--- config.mk ---
export PLATFORM = sky130hd
export DESIGN_NAME = cep_writer
export DESIGN_NICKNAME = d
export VERILOG_FILES = /design/src/rtl/cep_pkg.sv /design/src/rtl/cep_addr_gen.sv /design/src/rtl/cep_writer.sv
export SDC_FILE = /design/constraint.sdc
export NUM_CORES = 1
export LEC_CHECK = 0
export CORE_UTILIZATION = 50
export DETAILED_ROUTE_END_ITERATION = 6
export GPL_TIMING_DRIVEN = 0
export HOLD_SLACK_MARGIN = 0.05
export PLACE_DENSITY = 0.76
export SYNTH_ARGS = -nofsm -noshare
export SYNTH_HDL_FRONTEND = slang
export SYNTH_HIERARCHICAL = 1
export SYNTH_SLANG_ARGS = --single-unit
--- constraint.sdc ---
create_clock -name clk -period 6 [get_ports clk]
set_input_delay 0.6 -clock clk [delete_from_list [all_inputs] [get_ports clk]]
set_output_delay 0.6 -clock clk [all_outputs]
set_load 0.05 [all_outputs]
--- src/rtl/cep_pkg.sv ---
// cep_pkg: shared sizes and FSM state encoding for the cepstral feature store writer.
package cep_pkg;
  localparam int N_COEF     = 26;
  localparam int MAX_FRAMES = 256;
  localparam int ADDR_W     = 13;
  localparam int DATA_W     = 16;
  localparam int FC_W       = 9;
  localparam int CI_W       = 5;
  localparam logic [1:0] IDLE  = 2'd0;
  localparam logic [1:0] WRITE = 2'd1;
  localparam logic [1:0] DONE  = 2'd2;
endpackage

--- src/rtl/cep_addr_gen.sv ---
// cep_addr_gen: frame-major address counters; base advances by N_COEF per frame via an adder.
module cep_addr_gen
  import cep_pkg::*;
(
  input  logic              clk,
  input  logic              reset,
  input  logic              i_clr,
  input  logic              i_adv,
  output logic [CI_W-1:0]   o_coef_idx,
  output logic [FC_W-1:0]   o_frame_idx,
  output logic [ADDR_W-1:0] o_addr,
  output logic              o_wrap,
  output logic              o_full
);
  logic [CI_W-1:0]   r_ci;
  logic [FC_W-1:0]   r_fi;
  logic [ADDR_W-1:0] r_base;
  always_ff @(posedge clk) begin
    if (!reset || i_clr) begin
      r_ci   <= '0;
      r_fi   <= '0;
      r_base <= '0;
    end else if (i_adv) begin
      r_ci   <= o_wrap ? '0 : r_ci + 1'b1;
      r_fi   <= o_wrap ? r_fi + 1'b1 : r_fi;
      r_base <= o_wrap ? r_base + ADDR_W'(N_COEF) : r_base;
    end
  end
  assign o_coef_idx  = r_ci;
  assign o_frame_idx = r_fi;
  assign o_addr      = r_base + ADDR_W'(r_ci);
  assign o_wrap      = r_ci == CI_W'(N_COEF - 1);
  assign o_full      = r_fi == FC_W'(MAX_FRAMES);
endmodule

--- src/rtl/cep_writer.sv ---
// cep_writer: accepts MFCC coefficients, issues registered store write strobes,
// counts frames and reports overflow/partial on utterance close.
module cep_writer
  import cep_pkg::*;
(
  input  logic              clk,
  input  logic              reset,
  input  logic              start,
  input  logic [DATA_W-1:0] coef_in,
  input  logic              coef_valid,
  output logic              coef_ready,
  input  logic              utt_end,
  output logic [ADDR_W-1:0] regcep_addr,
  output logic [DATA_W-1:0] regcep_in,
  output logic              regcep_wren,
  output logic              busy,
  output logic              done,
  output logic [FC_W-1:0]   frame_count,
  output logic              overflow,
  output logic              partial
);
  logic [1:0]        r_state;
  logic              r_wren, r_ovf, r_part;
  logic [ADDR_W-1:0] r_addr;
  logic [DATA_W-1:0] r_data;
  logic [FC_W-1:0]   r_fc;
  logic [CI_W-1:0]   w_ci, w_ci_next;
  logic [FC_W-1:0]   w_fi, w_fc_next;
  logic [ADDR_W-1:0] w_addr;
  logic              w_wrap, w_full, w_hs, w_clr, w_ovf, w_close;
  cep_addr_gen u_addr (
    .clk         (clk),
    .reset       (reset),
    .i_clr       (w_clr),
    .i_adv       (w_hs),
    .o_coef_idx  (w_ci),
    .o_frame_idx (w_fi),
    .o_addr      (w_addr),
    .o_wrap      (w_wrap),
    .o_full      (w_full)
  );
  assign coef_ready = r_state == WRITE && !w_full;
  assign w_hs       = coef_valid && coef_ready;
  assign w_clr      = r_state == IDLE && start;
  assign w_ovf      = w_hs && w_wrap && w_fi == FC_W'(MAX_FRAMES - 1);
  assign w_close    = r_state == WRITE && (utt_end || w_ovf);
  // close is judged on the counters as they stand after this cycle's handshake
  assign w_ci_next  = w_hs ? (w_wrap ? '0 : w_ci + 1'b1) : w_ci;
  assign w_fc_next  = w_fi + FC_W'(w_hs && w_wrap);
  always_ff @(posedge clk) begin
    if (!reset) begin
      r_state <= IDLE;
      r_wren  <= 1'b0;
      r_addr  <= '0;
      r_data  <= '0;
      r_fc    <= '0;
      r_ovf   <= 1'b0;
      r_part  <= 1'b0;
    end else begin
      r_wren  <= w_hs;
      r_addr  <= w_hs ? w_addr : r_addr;
      r_data  <= w_hs ? coef_in : r_data;
      r_state <= w_clr ? WRITE : w_close ? DONE : r_state == WRITE ? WRITE : IDLE;
      if (w_clr) begin
        r_fc   <= '0;
        r_ovf  <= 1'b0;
        r_part <= 1'b0;
      end else if (w_close) begin
        r_fc   <= w_fc_next;
        r_ovf  <= w_ovf;
        r_part <= w_ci_next != '0;
      end
    end
  end
  assign regcep_wren = r_wren;
  assign regcep_addr = r_addr;
  assign regcep_in   = r_data;
  assign busy        = r_state == WRITE;
  assign done        = r_state == DONE;
  assign frame_count = r_fc;
  assign overflow    = r_ovf;
  assign partial     = r_part;
endmodule

After elaboration in Yosys (flattened, before gate mapping)
Cells that the tools add are included.
{ "classes": {"n_addsub": 5, "eq_ne": 5, "n_mux": 5, "bitwise": 1, "reduce_logical": 14} }
{ "ops": {"columns": ["op", "count"], "rows": [
  ["adder 13 x 5 -> 13 bit", 1],
  ["adder 13 x 5 -> 13 bit (second input constant)", 1],
  ["2-to-1 mux 5 bit", 2],
  ["adder 9 x 1 -> 9 bit", 1],
  ["adder 9 x 1 -> 9 bit (second input constant)", 1],
  ["equality test 9 x 8 -> 1 bit (second input constant)", 1],
  ["equality test 9 bit (second input constant)", 1],
  ["logical AND 1 bit", 6],
  ["adder 5 x 1 -> 5 bit (second input constant)", 1],
  ["equality test 5 bit (second input constant)", 1],
  ["nonzero test 5 bit", 1],
  ["equality test 2 x 1 -> 1 bit (second input constant)", 1],
  ["equality test 2 bit (second input constant)", 1],
  ["logical NOT 1 bit", 2],
  ["logical NOT 2 bit", 1],
  ["logical OR 1 bit", 2],
  ["2-to-1 mux 1 bit", 2],
  ["2-to-1 mux 2 bit", 1],
  ["AND reduction 2 bit", 1],
  ["OR reduction 2 bit", 1],
  ["inverter 1 bit", 1]
]} }
{ "totals": {"reg_bits": 70, "inputBits": 21, "output_inout_bits": 44} }

Logic depth before layout (Yosys ltp)
{ "logic_depth": {"depth_word": 10, "ltp_mapped": 13} }

Hierarchy
The synthesis kept the hierarchy.
{ "by_module_without_submodules": {"columns": ["module", "instances", "cells_per_inst", "area_per_inst_um2"], "rows": [
  ["cep_writer", 1, 213, 1845.5],
  ["cep_addr_gen", 1, 181, 1550.2]
]} }

Least setup slack after synthesis
OpenSTA, ideal clock, no wires.
{ "synth_timing": {"path_kind": "register to register", "start": "register u_addr.r_fi[0] (netlist: u_addr/o_frame_idx[0])", "end": "register r_fc[7] (netlist: frame_count[7])", "setup_time_ns": 0.086, "t_arrival_ns": 2.886, "required_ns": 5.914, "path_slack_ns": 3.028, "stages_incl_launch_ff": 13, "synth_period_minus_slack_ns": 2.972, "cell_sequence": "dfxtp_1 -> inv_1 -> ha_1 -> or4b_2 -> nor4b_1 -> nand4bb_4 -> clkinv_1 -> and2_1 -> ha_1 -> and3_1 -> and3_1 -> xnor2_1 -> a211oi_1"} }
{ "synth_via": {"elab_chain_cells": 8} }
{ "synth_lines": {"columns": ["item", "line_no", "source"], "rows": [
  ["start: declaration", "cep_addr_gen.sv:16", "logic [FC_W-1:0] r_fi;"],
  ["start signal: assignment", "cep_addr_gen.sv:25", "r_fi <= o_wrap ? r_fi + 1'b1 : r_fi;"],
  ["equality test 9 bit (*)", "cep_addr_gen.sv:33", "assign o_full = r_fi == FC_W'(MAX_FRAMES);"],
  ["via w_full", "cep_writer.sv:30", "logic w_wrap, w_full, w_hs, w_clr, w_ovf, w_close;"],
  ["logical NOT 1 bit (*)", "cep_writer.sv:42", "assign coef_ready = r_state == WRITE && !w_full;"],
  ["logical AND 1 bit (*)", "cep_writer.sv:42", null],
  ["logical AND 1 bit (*)", "cep_writer.sv:43", "assign w_hs = coef_valid && coef_ready;"],
  ["logical AND 1 bit (*)", "cep_writer.sv:45, cep_writer.sv:49", null],
  ["parallel branches: the longest is 3 deep, another holds adder 9 x 1 -> 9 bit", null, null],
  ["end signal: assignment", "cep_writer.sv:69", "r_fc <= w_fc_next;"],
  ["end: declaration", "cep_writer.sv:26", "logic [FC_W-1:0] r_fc;"]
]} }
Mark *: on every way through the listed nets, which the timed path passes.
A chain may end at the register's enable or synchronous reset.

Worst setup path after layout
{ "layout_timing": {"start": "register u_addr.r_fi[1] (netlist: u_addr/o_frame_idx[1])", "end": "register r_fc[7] (netlist: frame_count[7])"} }
The elaborated chain is that of the path after synthesis.

==> flow_summary.yaml <==
cells_and_area:
  area_growth_pct: 28.3
  finalNetCount: 503
  drive_above_1_share: 0.0781
  n_antenna_cell: 0
  layoutNonFillerInstCount: 551
  design_area_um2: 4360
clock_network:
  cts.sinks: 69
  ctsHtreeMaxLevel: 3
  root_buffer: "clkbuf_8"
  clk-insertion-delay-late_ps: 340
  clk_path_buf_depth: 2
  cts.reportedPaths.clkPinSlew_ps: 70
  numCtsBuffers: 9
  clock_tree_from_tritoncts: "yes"
  post_cts_resize_count: 0
  post-cts-setup-buffer-count: 0
  ctsHoldBuffers: 0
outcome:
  status: "finished, violations left"
  violations: "DRC"
placed_design:
  dp_cell_count: 535
  dpl.hpwl_mm: 5.46
  finalWeightedCongestion: 0.858
  placement.cell_area_um2: 4130
  io_buffers: 64
  dpl_worst_slack_ps: 2440
synth:
  syn_area_um2: 3400
  synthCells: 394
  post-synth-top-area-cell: "dfxtp_1"
  synth.top_cells.by_count: "dfxtp_1, nand2_1, nor2_1"
  synthesis.area_per_instance_um2: 8.62
  synth_async_sr_flop_share: 0
  yosysTopAreaCellShare: 0.407
  yosys_most_used_dff: "dfxtp_1"
  count_leader_synth: "dfxtp_1"
  ys_ff_latch: 69
  synth.area.top_cells: "dfxtp_1, nand2_1, a21boi_0"
  synthesis.nets: 428
  synth.lib_cells_used.distinct: 51
  synth_enable_flop_cells: 0
  proportion_of_synthesized_chip_area_in_sequential_cells: 0.407
  yosys_warnings: 6
critical_path:
  critical_path_required_ps: 6250
  cp_max_fanout: 8
  arrival_ps: 3840
  crit_type: "reg2reg"
  critical_path.endpoint_type: "flip-flop"
  worstSetupStartpointType: "flip-flop"
sta:
  timing.final.setup_violations: 0
  final-hold-violation-count: 0
  worst_clock_skew_ps: 4.41
  grt_setup_unrepaired: "false"
  final_max_slew_viol_count: 0
  max_freq_ghz: 0.279
  setup_ws_ps: 2410
  max-slew-margin-rel: 0.605
  min_period_ps: 3590
  max_slew.worst_pin.slew_ps: 585
  finalCritPeriodShare: 0.598
  tns_ps: 0
drt:
  drt_drc_violations_left: 8
  dr_total_vias: 2896
  viasPerCell: 5.26
  detail_route.first_pass.iterations: 7
  route.detailed.wl_per_inst_um: 13.4
  detail_route.wirelength_mm: 7.39
  number_of_drc_markers_after_the_initial_detailed_route_iteration: 102
  antenna_left: 0
pwr:
  power.total_mw: 0.993
  power_per_cell_area_nw_per_um2: 228
  power.ir.vdd_worst_v: 0.000129
  p_leak_nw: 1.65
floorplan:
  core_area_um2: 6460
  floorplan.rows: 29
  floorplan.initialDensity: 0.526
  top_level_ports: 65
  die_w_um: 84.4
  die_height_um: 84.4
  die_area_um2: 7130
global_route:
  grt.overflow.total: 0
  grt_start_max_net_pins: 13
  grtUsageTotal: 0.223
  number_of_global_route_vias_before_repair: 2719
  first_pass_grt_wire_length_mm: 12.7
  grt_antenna_before_repair: 0
worst_hold_path:
  hold_path_class: "reg2reg"
run:
  max-cap-violations: 0
-- worst max-delay path, stage by stage (launching register included) --
cell and delay (ps):
dfxtp_1 380, inv_1 100, ha_1 150, or4b_2 580, nor4b_1 530, nand4bb_4 310
clkinv_1 210, and2_1 240, ha_1 200, and3_1 210, and3_1 200, xnor2_1 130
a211oi_1 260
-- cells by family (layout without fill, tap and decap cells) --
kind of cell | after synthesis | after routing | synth area share
flops | 69 | 69 | 0.407
buf+inv | 35 | 115 | 0.0505
mux | 4 | 4 | 0.0122
fa+ha+maj | 13 | 13 | 0.0501
xor+xnor | 38 | 38 | 0.0980
compound gates | 60 | 60 | 0.122
simple gates | 175 | 175 | 0.261
-- placed cells by master (no fill, tap or decap), types with 2 or more instances in the layout --
master,count
clkbuf_8,11
nand4_1,13
nor2_1,43
nor2b_1,3
nor3_1,6
nand3b_1,2
ha_1,12
buf_4,2
a21oi_1,12
clkdlybuf4s50_1,64
xor2_1,20
and4_1,3
nand2_1,67
a21boi_0,30
nand2b_1,2
inv_1,11
nand2_2,2
clkinv_2,2
o21ai_0,2
buf_1,2
buf_6,2
a211oi_1,8
nand3_1,9
and3_1,7
xnor2_1,18
or3_1,2
clkbuf_1,11
and2_1,5
a21oi_2,2
dfxtp_1,69
buf_2,5
mux2i_1,3
bufinv_16,2
-- registers in the layout (all words and copies together), names as in the netlist --
| name | flops |
|---|---|
| regcep_in | 16 |
| regcep_addr | 13 |
| u_addr/r_base | 12 |
| frame_count | 9 |
| u_addr/o_frame_idx | 9 |
| u_addr/o_coef_idx | 5 |
| r_state | 2 |
| overflow | 1 |
| partial | 1 |
| regcep_wren | 1 |
-- stage by stage --
stage	util	hold slack, ps
after floorplan	-	470
after global placement	0.640	448
after detailed placement	0.640	458
after CTS	0.675	468
after global routing	0.675	481
final	0.675	463
-- report_power, final --
part / internal [mW] / total (mW) / switching [mW]
logic: 0.0379 / 0.0964 / 0.0585
registers: 0.465 / 0.469 / 0.00427
clock network: 0.256 / 0.428 / 0.172
total: 0.758 / 0.993 / 0.235
-- cell type report --
class,instances,area (µm²)
sequential,69,1380
clock inverter,4,70.1
buffer,22,123
fill,542,2100
multi-input combinational,290,1840
timing repair buffer,64,641
inverter,13,48.8
clock buffer,12,155
tap,77,96.3
-- per-layer routing --
layer  vias up  wire length, µm  share of wire  track usage
met5         -                0              0            0
met4         0              115          0.016        0.103
met3         8              322          0.044       0.0383
met2        58             3380           0.46        0.352
met1      1351             3570           0.48        0.298
li1       1479                -              -            -
-- worst paths after layout --
check | end | cells after the start | slack [ps] | startpoint
worst min register to register | regcep_in[4] | 2 | 460 | regcep_in[4]
worst max register to register | frame_count[7] | 12 | 2410 | u_addr/o_frame_idx[1]
worst max-delay path | frame_count[7] | 12 | 2410 | u_addr/o_frame_idx[1]
worst min-delay path | regcep_in[4] | 2 | 460 | regcep_in[4]
Note: power is estimated with default switching activity, not from simulation.
